## src/rtl/color_window_stats.sv

```systemverilog
// Per-channel YCbCr window classifier with per-frame hit statistics reported over valid/ready.
// Optional coordinate-sum accumulators are built when COLOR_STATS_CENTROID_EN is defined.
module color_window_stats #(
  parameter int N_CH       = 2,
  parameter int CNT_W      = 20,
  parameter int HL_VALUE   = 255,
  parameter int Y_MIN_DEF  = 60,
  parameter int Y_MAX_DEF  = 180,
  parameter int CB_MIN_DEF = -110,
  parameter int CB_MAX_DEF = -85,
  parameter int CR_MIN_DEF = -120,
  parameter int CR_MAX_DEF = -40,
  localparam int CH_W      = (N_CH > 1) ? $clog2(N_CH) : 1
) (
  input  logic                PCLK,
  input  logic                rst,
  input  logic                e_pix,
  input  logic [7:0]          Y,
  input  logic [7:0]          Cb,
  input  logic [7:0]          Cr,
  input  logic [9:0]          x,
  input  logic [9:0]          y,
  input  logic                frame_start,
  input  logic                frame_end,
  input  logic                cfg_we,
  input  logic [CH_W-1:0]     cfg_ch,
  input  logic [2:0]          cfg_addr,
  input  logic [7:0]          cfg_data,
  output logic [N_CH-1:0]     hit,
  output logic [7:0]          Y_dec,
  output logic                stat_valid,
  input  logic                stat_ready,
  output logic [CH_W-1:0]     stat_ch,
  output logic [CNT_W-1:0]    stat_count,
  output logic [9:0]          stat_xmin,
  output logic [9:0]          stat_xmax,
  output logic [9:0]          stat_ymin,
  output logic [9:0]          stat_ymax,
  output logic [CNT_W+9:0]    stat_sumx,
  output logic [CNT_W+9:0]    stat_sumy,
  output logic                stat_overrun
);

  localparam int SUM_W = CNT_W + 10;
  localparam logic [7:0]      HL_B    = 8'(HL_VALUE);
  localparam logic [CH_W:0]   N_CH_L  = (CH_W+1)'(N_CH);
  localparam logic [CH_W-1:0] LAST_CH = CH_W'(N_CH - 1);

  typedef enum logic [1:0] {S_IDLE, S_ACC, S_REPORT} state_t;

  state_t state, state_n;
  logic   clr_acc, acc_en, ch_adv, abort;

  logic [7:0] y_min [N_CH];
  logic [7:0] y_max [N_CH];
  logic [7:0] cb_min [N_CH];
  logic [7:0] cb_max [N_CH];
  logic [7:0] cr_min [N_CH];
  logic [7:0] cr_max [N_CH];

  logic [CNT_W-1:0] cnt  [N_CH];
  logic [9:0]       xmin [N_CH];
  logic [9:0]       xmax [N_CH];
  logic [9:0]       ymin [N_CH];
  logic [9:0]       ymax [N_CH];

  logic [N_CH-1:0] match;
  logic            ch_ok;

  // Strict bounds on both ends: an inverted or equal window can never match.
  always_comb begin
    match = '0;
    for (int c = 0; c < N_CH; c++)
      match[c] = (Y > y_min[c]) && (Y < y_max[c]) &&
                 ($signed(Cb) > $signed(cb_min[c])) && ($signed(Cb) < $signed(cb_max[c])) &&
                 ($signed(Cr) > $signed(cr_min[c])) && ($signed(Cr) < $signed(cr_max[c]));
  end

  // NOTE: all clocked state uses non-blocking assignments so every register samples pre-edge values.
  always_ff @(posedge PCLK) begin
    if (rst) begin
      hit   <= '0;
      Y_dec <= '0;
    end else if (e_pix) begin
      hit   <= match;
      Y_dec <= (|match) ? HL_B : Y;
    end else begin
      hit   <= '0;
    end
  end

  assign ch_ok = ({1'b0, cfg_ch} < N_CH_L);

  // NOTE: threshold registers are a handful of flops, so they get a real reset to the default windows.
  always_ff @(posedge PCLK) begin
    if (rst) begin
      for (int c = 0; c < N_CH; c++) begin
        y_min[c]  <= 8'(Y_MIN_DEF);
        y_max[c]  <= 8'(Y_MAX_DEF);
        cb_min[c] <= 8'(CB_MIN_DEF);
        cb_max[c] <= 8'(CB_MAX_DEF);
        cr_min[c] <= 8'(CR_MIN_DEF);
        cr_max[c] <= 8'(CR_MAX_DEF);
      end
    end else if (cfg_we && ch_ok) begin
      case (cfg_addr)
        3'd0:    y_min[cfg_ch]  <= cfg_data;
        3'd1:    y_max[cfg_ch]  <= cfg_data;
        3'd2:    cb_min[cfg_ch] <= cfg_data;
        3'd3:    cb_max[cfg_ch] <= cfg_data;
        3'd4:    cr_min[cfg_ch] <= cfg_data;
        3'd5:    cr_max[cfg_ch] <= cfg_data;
        default: ;
      endcase
    end
  end

  always_ff @(posedge PCLK) begin
    if (rst) state <= S_IDLE;
    else     state <= state_n;
  end

  // NOTE: every combinational output gets a default first so no path can infer a latch.
  always_comb begin
    state_n = state;
    clr_acc = 1'b0;
    acc_en  = 1'b0;
    ch_adv  = 1'b0;
    abort   = 1'b0;
    case (state)
      S_IDLE: if (frame_start) begin
        clr_acc = 1'b1;
        state_n = S_ACC;
      end
      S_ACC: begin
        if (frame_end) begin
          acc_en  = e_pix;
          state_n = S_REPORT;
        end else if (frame_start) begin
          clr_acc = 1'b1;
        end else begin
          acc_en  = e_pix;
        end
      end
      S_REPORT: begin
        if (frame_start) begin
          abort   = 1'b1;
          clr_acc = 1'b1;
          state_n = S_ACC;
        end else if (stat_ready) begin
          ch_adv = 1'b1;
          if (stat_ch == LAST_CH) state_n = S_IDLE;
        end
      end
      default: state_n = S_IDLE;
    endcase
  end

  assign stat_valid = (state == S_REPORT);

  always_ff @(posedge PCLK) begin
    if (rst) begin
      stat_ch      <= '0;
      stat_overrun <= 1'b0;
    end else begin
      stat_overrun <= abort;
      if (state_n != S_REPORT) stat_ch <= '0;
      else if (ch_adv)         stat_ch <= stat_ch + CH_W'(1);
    end
  end

  always_ff @(posedge PCLK) begin
    if (rst || clr_acc) begin
      for (int c = 0; c < N_CH; c++) begin
        cnt[c]  <= '0;
        xmin[c] <= 10'd1023;
        xmax[c] <= '0;
        ymin[c] <= 10'd1023;
        ymax[c] <= '0;
      end
    end else if (acc_en) begin
      for (int c = 0; c < N_CH; c++) begin
        if (match[c]) begin
          if (cnt[c] != '1) cnt[c] <= cnt[c] + CNT_W'(1);
          if (x < xmin[c]) xmin[c] <= x;
          if (x > xmax[c]) xmax[c] <= x;
          if (y < ymin[c]) ymin[c] <= y;
          if (y > ymax[c]) ymax[c] <= y;
        end
      end
    end
  end

  assign stat_count = cnt[stat_ch];
  assign stat_xmin  = xmin[stat_ch];
  assign stat_xmax  = xmax[stat_ch];
  assign stat_ymin  = ymin[stat_ch];
  assign stat_ymax  = ymax[stat_ch];

`ifdef COLOR_STATS_CENTROID_EN
  logic [SUM_W-1:0] sum_x [N_CH];
  logic [SUM_W-1:0] sum_y [N_CH];

  function automatic logic [SUM_W-1:0] sat_add(input logic [SUM_W-1:0] a, input logic [9:0] b);
    logic [SUM_W:0] s;
    s = {1'b0, a} + {{(SUM_W-9){1'b0}}, b};
    return s[SUM_W] ? '1 : s[SUM_W-1:0];
  endfunction

  always_ff @(posedge PCLK) begin
    if (rst || clr_acc) begin
      for (int c = 0; c < N_CH; c++) begin
        sum_x[c] <= '0;
        sum_y[c] <= '0;
      end
    end else if (acc_en) begin
      for (int c = 0; c < N_CH; c++) begin
        if (match[c]) begin
          sum_x[c] <= sat_add(sum_x[c], x);
          sum_y[c] <= sat_add(sum_y[c], y);
        end
      end
    end
  end

  assign stat_sumx = sum_x[stat_ch];
  assign stat_sumy = sum_y[stat_ch];
`else
  assign stat_sumx = '0;
  assign stat_sumy = '0;
`endif

endmodule

```

## config.mk

```make
export PLATFORM = sky130hd
export DESIGN_NAME = color_window_stats
export DESIGN_NICKNAME = d
export VERILOG_FILES = /design/src/rtl/color_window_stats.sv
export SDC_FILE = /design/constraint.sdc
export NUM_CORES = 1
export LEC_CHECK = 0
export ABC_AREA = 1
export CORE_MARGIN = 1.5
export CORE_UTILIZATION = 45
export DETAILED_ROUTE_END_ITERATION = 16
export GPL_ROUTABILITY_DRIVEN = 1
export GPL_TIMING_DRIVEN = 0
export MAX_ROUTING_LAYER = met4
export PLACE_DENSITY_LB_ADDON = 0.25
export SYNTH_ARGS = -nofsm -noshare
export SYNTH_HDL_FRONTEND = slang
export SYNTH_SLANG_ARGS = --single-unit
```

## constraint.sdc

```tcl
create_clock -name PCLK -period 6.95 [get_ports PCLK]
set_input_delay 1.39 -clock PCLK [delete_from_list [all_inputs] [get_ports PCLK]]
set_output_delay 1.39 -clock PCLK [all_outputs]
set_load 0.005 [all_outputs]
```

==> out/qor.csv, run 1 <==
metric,value,unit
drtPass1Iterations,7,
power_density,192.0,nW/um2
cts_hold_buffers,0,
drc,0,
clock_sink_count,231,
nets,2112,
via_per_inst,4.886,
status,completed,
drive_gt1_share,9.311,%
core-area,32620,um2
finalSetupTns,0,ns
crit_slowest_cell,clkbuf_1,
cts_htree_levels,1,
grt_max_degree,21,
fmax,207.0,MHz
vias,11460,
postCtsResizedCells,0,
yosysWarnings,0,
cp_max_fo,10,
rows,66,
crit_required,5.56,ns
synth_mux_area_share,0.3016,%
maxSlewHeadroom,38.85,%
period_share,69.52,%
cpMostUsedCell,clkbuf_1,
finalSetupViolations,0,
synth_area,14930,um2
yosys.area_share.simple,16.32,%
crit_chain,"clkbuf_1, clkbuf_1, clkbuf_1, nand2_1, o21ai_0, clkdlybuf4s50_1",
synth_area_leaders,"edfxtp_1, ha_1, nand2_1, inv_1, nor2_1",
post-cts-setup-buffer-count,0,
worstSetupPathType,flop to primary output,
initial_core_util,45.78,%
dieArea,34290,um2
async_flop_share,0,%
leakage,8.136,nW
ys.flop_type,edfxtp_1,
critPathMaxStageDelay,0.75,ns
clock_latency,0.54,ns
synthAdderAreaFrac,14.08,%
final_util,54.89,%
grt_pass1_wl,57150,um
worst_slack,2.118,ns
io_pins,196,
dpl_cell_area,17060,um2
ant_nets,0,
syn-instance-count,1659,
vdd_ir_drop_max,0.1675,mV
report.power.total,3.438,mW
place_ws,1.892,ns
clock_path_buffers,3,
gp_congestion,0.9101,
dpl.cell_count,2295,
finalCriticalPeriod,4.832,ns
cts_made_buffers,26,
grt_pass1_vias,11040,
cp-end-kind,primary output,
fp.dieW,185.2,um
start_kind,flop,
avgSynthCellArea,9.002,um2
hold_path.class,flop to flop,
synth_compound_area_share,9.316,%
synth_edf_count,216,
finalWirelength,36290,um
wl_per_cell,15.48,um
synth_top_family_by_area,simple AND/OR/NAND/NOR gates,
fillers,2935,
arrival,3.44,ns
hold_ws,0.5081,ns
ys_types,47,
final_area,17900,um2
port_buffers,135,
clkTransAtPathRegs,0.06,ns
instances_no_fill,2345,
first_iter_violations,568,
gr-usage-all-layers,22.16,%
gr-total-overflow,0,
ctsRootBufferMaster,clkbuf_16,
antenna_found_initial,2,
worstHoldStart,state[1],
place_hpwl,27900,um
synth-xor-area-share,2.111,%
r2r-start,y_min[1][7],
slew_violations,0,
final_hold_viol_count,0,
most-common-layout-cells,"nand2_1, inv_1, edfxtp_1",
tightest_slew,0.9172,ns
yosys.area.top_type,edfxtp_1,
die_height,185.2,um
fin_skew,0.02706,ns
area_growth,19.89,%
synth_top_cell_area_share,43.43,%
ys_ff_latch,231,
max_cap_viol_count,0,
final_common_cell,nand2_1,
seq_area_frac_synth,45.44,%
rsz0062_at_grt,no,
tritoncts,built,
critical path, delay by kind of cell, from the launching register on:
family                 cells  cell delay [ns]
AO/OA/AOI/OAI              1             0.20
buffers and inverters      4             2.31
flip-flops                 1             0.30
AND/OR/NAND/NOR            1             0.09
logic make-up after synthesis:
family          after synthesis
mux                           4
fa+ha+maj                   168
compound gates              238
buf+inv                     413
flops                       231
other cells                   1
simple gates                568
xor+xnor                     36
sequential cells by signal (all words and copies together) (netlist names), 16 cells and up, named ones only:
signal / count
cb_max: 16
xmax: 20
ymin: 20
y_min: 16
cb_min: 16
cnt: 40
xmin: 20
cr_min: 16
ymax: 20
y_max: 16
cr_max: 16
report_power, final:
group | switching, mW | internal (mW)
clock | 0.564 | 0.784
combinational | 0.277 | 0.196
sequential | 0.0328 | 1.58
final timing paths:
kind         depth (start not counted)  slack, ns      endpoint
min                                  2       0.51  stat_overrun
max                                  6       2.12  stat_xmax[9]
max reg2reg                         12       3.64     cnt[1][4]
min reg2reg                          2       0.51  stat_overrun
cell usage after synthesis (2+ instances only):
cell	number
nand2_1	322
inv_1	318
edfxtp_1	216
ha_1	168
nor2_1	138
a21oi_1	93
o21ai_0	84
buf_4	61
nand3_1	35
a21oi_2	31
xor2_1	28
clkbuf_1	27
nand4_1	17
nor3_1	16
dfxtp_1	15
xnor2_1	8
a211oi_1	7
nand3_2	7
or2_2	7
nor2_2	5
buf_6	4
mux2_2	4
nand2_2	4
o211ai_1	4
o21a_1	4
o21bai_1	4
nor4_1	3
a21boi_1	2
a31oi_1	2
and2_1	2
buf_12	2
nand3b_1	2
nor2_4	2
nor3_2	2
nor3_4	2
o311ai_0	2
layer usage:
metal | vias up | GRT usage, % | wire length (um)
li1 | 5764 | - | -
met1 | 5253 | 27.49 | 15410
met2 | 362 | 37.47 | 17400
met3 | 79 | 2.497 | 2193
met4 | 0 | 7.902 | 1283
met5 | - | - | 0
cell type report:
type                       count  area [um2]  area share, %
buffer                        95       659.4          3.683
clock buffer                  31       690.7          3.857
timing repair buffer         135        1351          7.547
sequential                   231        6787          37.90
multi-input combinational   1074        6516          36.39
tap                          442       553.0          3.089
antenna                        2       5.005        0.02795
clock inverter                17       148.9         0.8316
inverter                     318        1194          6.667
Power figures use the tool's default switching activity.
==> run 2, diff against run 1 <==
clock period = 4.3 ns   (was 6.95 ns; I/O delays follow)
==> out/qor.csv, run 2 (synthesis results as in run 1) <==
metric,value,unit,change
status,completed,,
cts_hold_buffers,0,,unchanged
critPathMaxStageDelay,0.59,ns,-0.16 ns
cts_made_buffers,26,,unchanged
drive_gt1_share,9.363,%,+0.053 points
area_growth,19.90,%,about the same
vias,11450,,-0.044%
antenna_found_initial,2,,unchanged
grt_max_degree,21,,unchanged
ant_nets,0,,unchanged
crit_chain,"clkbuf_1, clkbuf_2, clkbuf_1, nand2_1, o21ai_0, clkdlybuf4s50_1",,
place_hpwl,27900,um,unchanged
crit_required,3.44,ns,-2.12 ns
slew_violations,0,,unchanged
nets,2112,,unchanged
maxSlewHeadroom,40.89,%,+2.0 points
gr-total-overflow,0,,unchanged
io_pins,196,,unchanged
place_ws,-0.2276,ns,-2.120 ns
start_kind,flop,,
initial_core_util,45.78,%,unchanged
hold_path.class,flop to flop,,
first_iter_violations,568,,unchanged
via_per_inst,4.884,,about the same
drc,0,,unchanged
rsz0062_at_grt,no,,
gr-usage-all-layers,22.16,%,unchanged
grt_pass1_wl,57150,um,unchanged
crit_slowest_cell,clkdlybuf4s50_1,,
cp_max_fo,10,,unchanged
fin_skew,0.02512,ns,-0.001943 ns
clkTransAtPathRegs,0.06,ns,about the same
hold_ws,0.5112,ns,+0.003104 ns
grt_pass1_vias,11040,,unchanged
top_register,cnt,,
drtPass1Iterations,5,,-2
fp.dieW,185.2,um,unchanged
wl_per_cell,15.49,um,about the same
die_height,185.2,um,unchanged
final_common_cell,nand2_1,,
tritoncts,built,,
max_cap_viol_count,0,,unchanged
final_util,54.89,%,about the same
regToRegSetupSlack,0.99,ns,-2.65 ns
arrival,3.16,ns,-0.28 ns
vdd_ir_drop_max,0.2698,mV,+61%
clock_path_buffers,3,,unchanged
most-common-layout-cells,"nand2_1, inv_1, edfxtp_1",,
clock_sink_count,231,,unchanged
tightest_slew,0.8844,ns,-0.03279 ns
fmax,249.0,MHz,
rows,66,,unchanged
finalSetupViolations,0,,unchanged
power_density,310.3,nW/um2,+62%
clock_latency,0.54,ns,about the same
finalCriticalPeriod,4.016,ns,
cts_htree_levels,1,,unchanged
leakage,8.139,nW,about the same
period_share,93.39,%,
worst_slack,0.2844,ns,-1.834 ns
cp-end-kind,primary output,,
port_buffers,135,,unchanged
dieArea,34290,um2,unchanged
finalWirelength,36320,um,about the same
core-area,32620,um2,unchanged
largest_register_ffs,40,,unchanged
report.power.total,5.557,mW,+62%
cpMostUsedCell,clkbuf_1,,
ctsRootBufferMaster,clkbuf_16,,
worstSetupPathType,flop to primary output,,
final_hold_viol_count,0,,unchanged
gp_congestion,0.9101,,unchanged
run 2: cell counts in the layout (fill, tap and decap cells not counted):
No cell type changed its count.
run 2: power by group:
| part | internal (mW) | leakage, nW | total (mW) | switching, mW |
|---|---|---|---|---|
| clock network | 1.27 | 0.403 | 2.18 | 0.912 |
| logic | 0.317 | 5.50 | 0.764 | 0.448 |
| registers | 2.56 | 2.23 | 2.61 | 0.0531 |
run 2: final cells by class:
cell class	instances	area (um2)
tap	442	553.0
antenna	2	5.005
timing repair buffer	135	1351
clock buffer	31	690.7
fill	2934	14710
clock inverter	17	148.9
sequential	231	6787
multi-input combinational	1074	6516
inverter	318	1194
buffer	95	660.6
run 2: per-layer routing:
layer	vias to the layer above	routed length (um)	global-route usage [%]
li1	5762	-	-
met1	5255	15430	27.49
met2	357	17410	37.47
met3	79	2201	2.497
met4	0	1283	7.902
met5	-	0	-
run 2: timing repair:
item	CTS	global route
setup buffers	0	0
resized for setup	0	3
endpoints found under the setup margin	0	18
run 2: critical path, delay by kind of cell, from the launching register on:
kind | cells | cell delay, ns
and+or+nand+nor | 1 | 0.09
buffers and inverters | 4 | 2.02
AOI/OAI and AO/OA | 1 | 0.20
DFF | 1 | 0.30
run 2: final timing paths:
kind / cells after the start / to / from
worst max-delay path: 6 / stat_xmax[9] / flop
worst min-delay path: 2 / stat_overrun / state[1]
worst max register to register: 12 / cnt[1][4] / y_min[1][7]
worst min register to register: 2 / stat_overrun / state[1]
run 2: stage by stage:
stage                     setup TNS, ns  area, um2  std cells
final                                 0      17910       2345
after global routing                  0      17910       2345
after CTS                             0      17900       2343
after detailed placement         -6.559      17060       2295
after global placement           -5.995      17060       2295
after floorplan                       0      15160       1718
==> run 3, diff against run 2 <==
CORE_MARGIN = default   (was 1.5)
==> out/qor.csv, run 3 (synthesis results as in run 1) <==
metric,value,unit,change
status,completed,,
finalWirelength,36630,um,+0.85%
dpl_cell_area,17060,um2,unchanged
drive_gt1_share,9.043,%,-0.32 points
final_hold_viol_count,0,,unchanged
crit_required,4.45,ns,+1.01 ns
vdd_ir_drop_max,0.3093,mV,+15%
critPathMaxStageDelay,0.66,ns,+0.07 ns
dieArea,33920,um2,-1.1%
clkTransAtPathRegs,0.06,ns,about the same
gr-total-overflow,0,,unchanged
initial_core_util,45.78,%,unchanged
core-area,32620,um2,unchanged
crit_chain,"clkdlybuf4s50_1, ha_1, nand2_1, nor2_1, a21boi_1, nor2_1, a21oi_1, nand2_1, nor2_2, nand4_2, buf_4, nand2_1",,
grt_max_degree,21,,unchanged
arrival,4.13,ns,+0.97 ns
most-common-layout-cells,"nand2_1, inv_1, edfxtp_1",,
r2r-start,cr_min[1][7],,
final_area,17890,um2,about the same
wl_per_cell,15.62,um,+0.85%
instances_no_fill,2345,,unchanged
globalRouteMet1Util,27.46,%,about the same
rsz0062_at_grt,no,,
cp-end-kind,flop,,
area_growth,19.78,%,about the same
cp_max_fo,20,,+10
clock_path_buffers,3,,unchanged
drtPass1Iterations,5,,unchanged
crit_family,simple AND/OR/NAND/NOR gates,,
finalSetupTns,0,ns,unchanged
finalSetupViolations,0,,unchanged
slew_violations,0,,unchanged
grt_pass1_vias,11210,,+1.5%
leakage,8.139,nW,about the same
clock_sink_count,231,,unchanged
ctsRootBufferMaster,clkbuf_16,,
first_iter_violations,617,,+8.6%
power_density,310.4,nW/um2,about the same
period_share,92.71,%,-0.67 points
antenna_found_initial,1,,-1
worstSetupPathType,input port to flop,,
port_buffers,135,,unchanged
gp_congestion,0.9032,,-0.76%
path_buf_inv,2,,-2
nets,2113,,+0.047%
fin_skew,0.01752,ns,-0.007604 ns
tightest_slew,0.9433,ns,+0.05884 ns
fmax,250.8,MHz,+0.72%
grt_use_met2,38.58,%,+1.1 points
tritoncts,built,,
fp.dieW,184.2,um,-0.54%
clock_latency,0.53,ns,about the same
cpMostUsedCell,nand2_1,,
max_cap_viol_count,0,,unchanged
drc,0,,unchanged
final_common_cell,nand2_1,,
place_hpwl,27750,um,-0.56%
grt.met3_usage,2.549,%,+0.052 points
die_height,184.2,um,-0.54%
crit_slowest_cell,nand2_1,,
maxSlewHeadroom,37.11,%,-3.8 points
finalCriticalPeriod,3.987,ns,-0.02886 ns
io_pins,196,,unchanged
rows,66,,unchanged
cts_htree_levels,1,,unchanged
cts_made_buffers,27,,+3.8%
largest_register_ffs,40,,unchanged
post-cts-setup-buffer-count,0,,unchanged
ant_nets,0,,unchanged
gr-usage-all-layers,22.45,%,+0.29 points
grt_pass1_wl,57300,um,+0.27%
vias,11500,,+0.38%
top_register,cnt,,
grt.busiest_layer,met2,,
hold_path.class,flop to flop,,
start_kind,input port,,
crit_path_start,Y[7],,
via_per_inst,4.902,,+0.38%
worstHoldStart,state[1],,
dpl.cell_count,2295,,unchanged
hold_ws,0.5240,ns,+0.01274 ns
run 3: cell count changes in the layout (fill, tap and decap cells not counted), sizes merged:
cell      delta
diode        -1
clkbuf       -2
clkinv       +6
clkinvlp     -3
run 3: area by class of cell:
cell class / count / area (um2)
Inverter: 318 / 1194
Clock inverter: 20 / 141.4
Clock buffer: 29 / 683.2
Sequential cell: 231 / 6787
Multi-Input combinational cell: 1074 / 6516
Tap cell: 442 / 553.0
Antenna cell: 1 / 2.502
Buffer: 95 / 660.6
Fill cell: 2956 / 14730
Timing Repair Buffer: 135 / 1351
run 3: path summary, 6_finish.rpt:
path / to / cells after the start / slack [ns]
setup / recovery: cnt[1][2] / 12 / 0.31
hold / removal: stat_overrun / 2 / 0.52
setup reg to reg: cnt[1][2] / 15 / 0.97
hold reg to reg: stat_overrun / 2 / 0.52
run 3: metrics by stage:
| step | setup WS (ns) | total power [mW] | util [%] |
|---|---|---|---|
| after floorplan | 1.187 | 3.112 | - |
| after global placement | -0.2242 | 3.397 | 52.30 |
| after detailed placement | -0.2322 | 3.426 | 52.30 |
| after CTS | 0.001044 | 5.575 | 54.83 |
| after global routing | 0.05748 | 5.780 | 54.84 |
| final | 0.3133 | 5.553 | 54.84 |
run 3: power breakdown:
group	switching, mW	leakage, nW	internal (mW)	total, mW
clock network	0.914	0.402	1.26	2.17
logic	0.453	5.50	0.317	0.771
registers	0.0530	2.23	2.56	2.61
total	1.42	8.14	4.13	5.55
run 3: worst min-delay path: cells and delay by family, from the launching register on:
family	cells	cell delay [ns]
buffers and inverters	1	0.10
DFF	1	0.31
and+or+nand+nor	1	0.06
run 3: per-layer routing:
metal / routed length, um / share of wire (%) / up-vias
met4: 1093 / 3.0 / 0
met2: 17730 / 48 / 339
met1: 15800 / 43 / 5318
met5: 0 / 0 / -
li1: - / - / 5770
met3: 2008 / 5.5 / 69
run 3: repair_timing:
action / in CTS / in global routing
setup endpoints to repair: 0 / 21
hold buffers: 0 / 0
resized for setup: 0 / 3
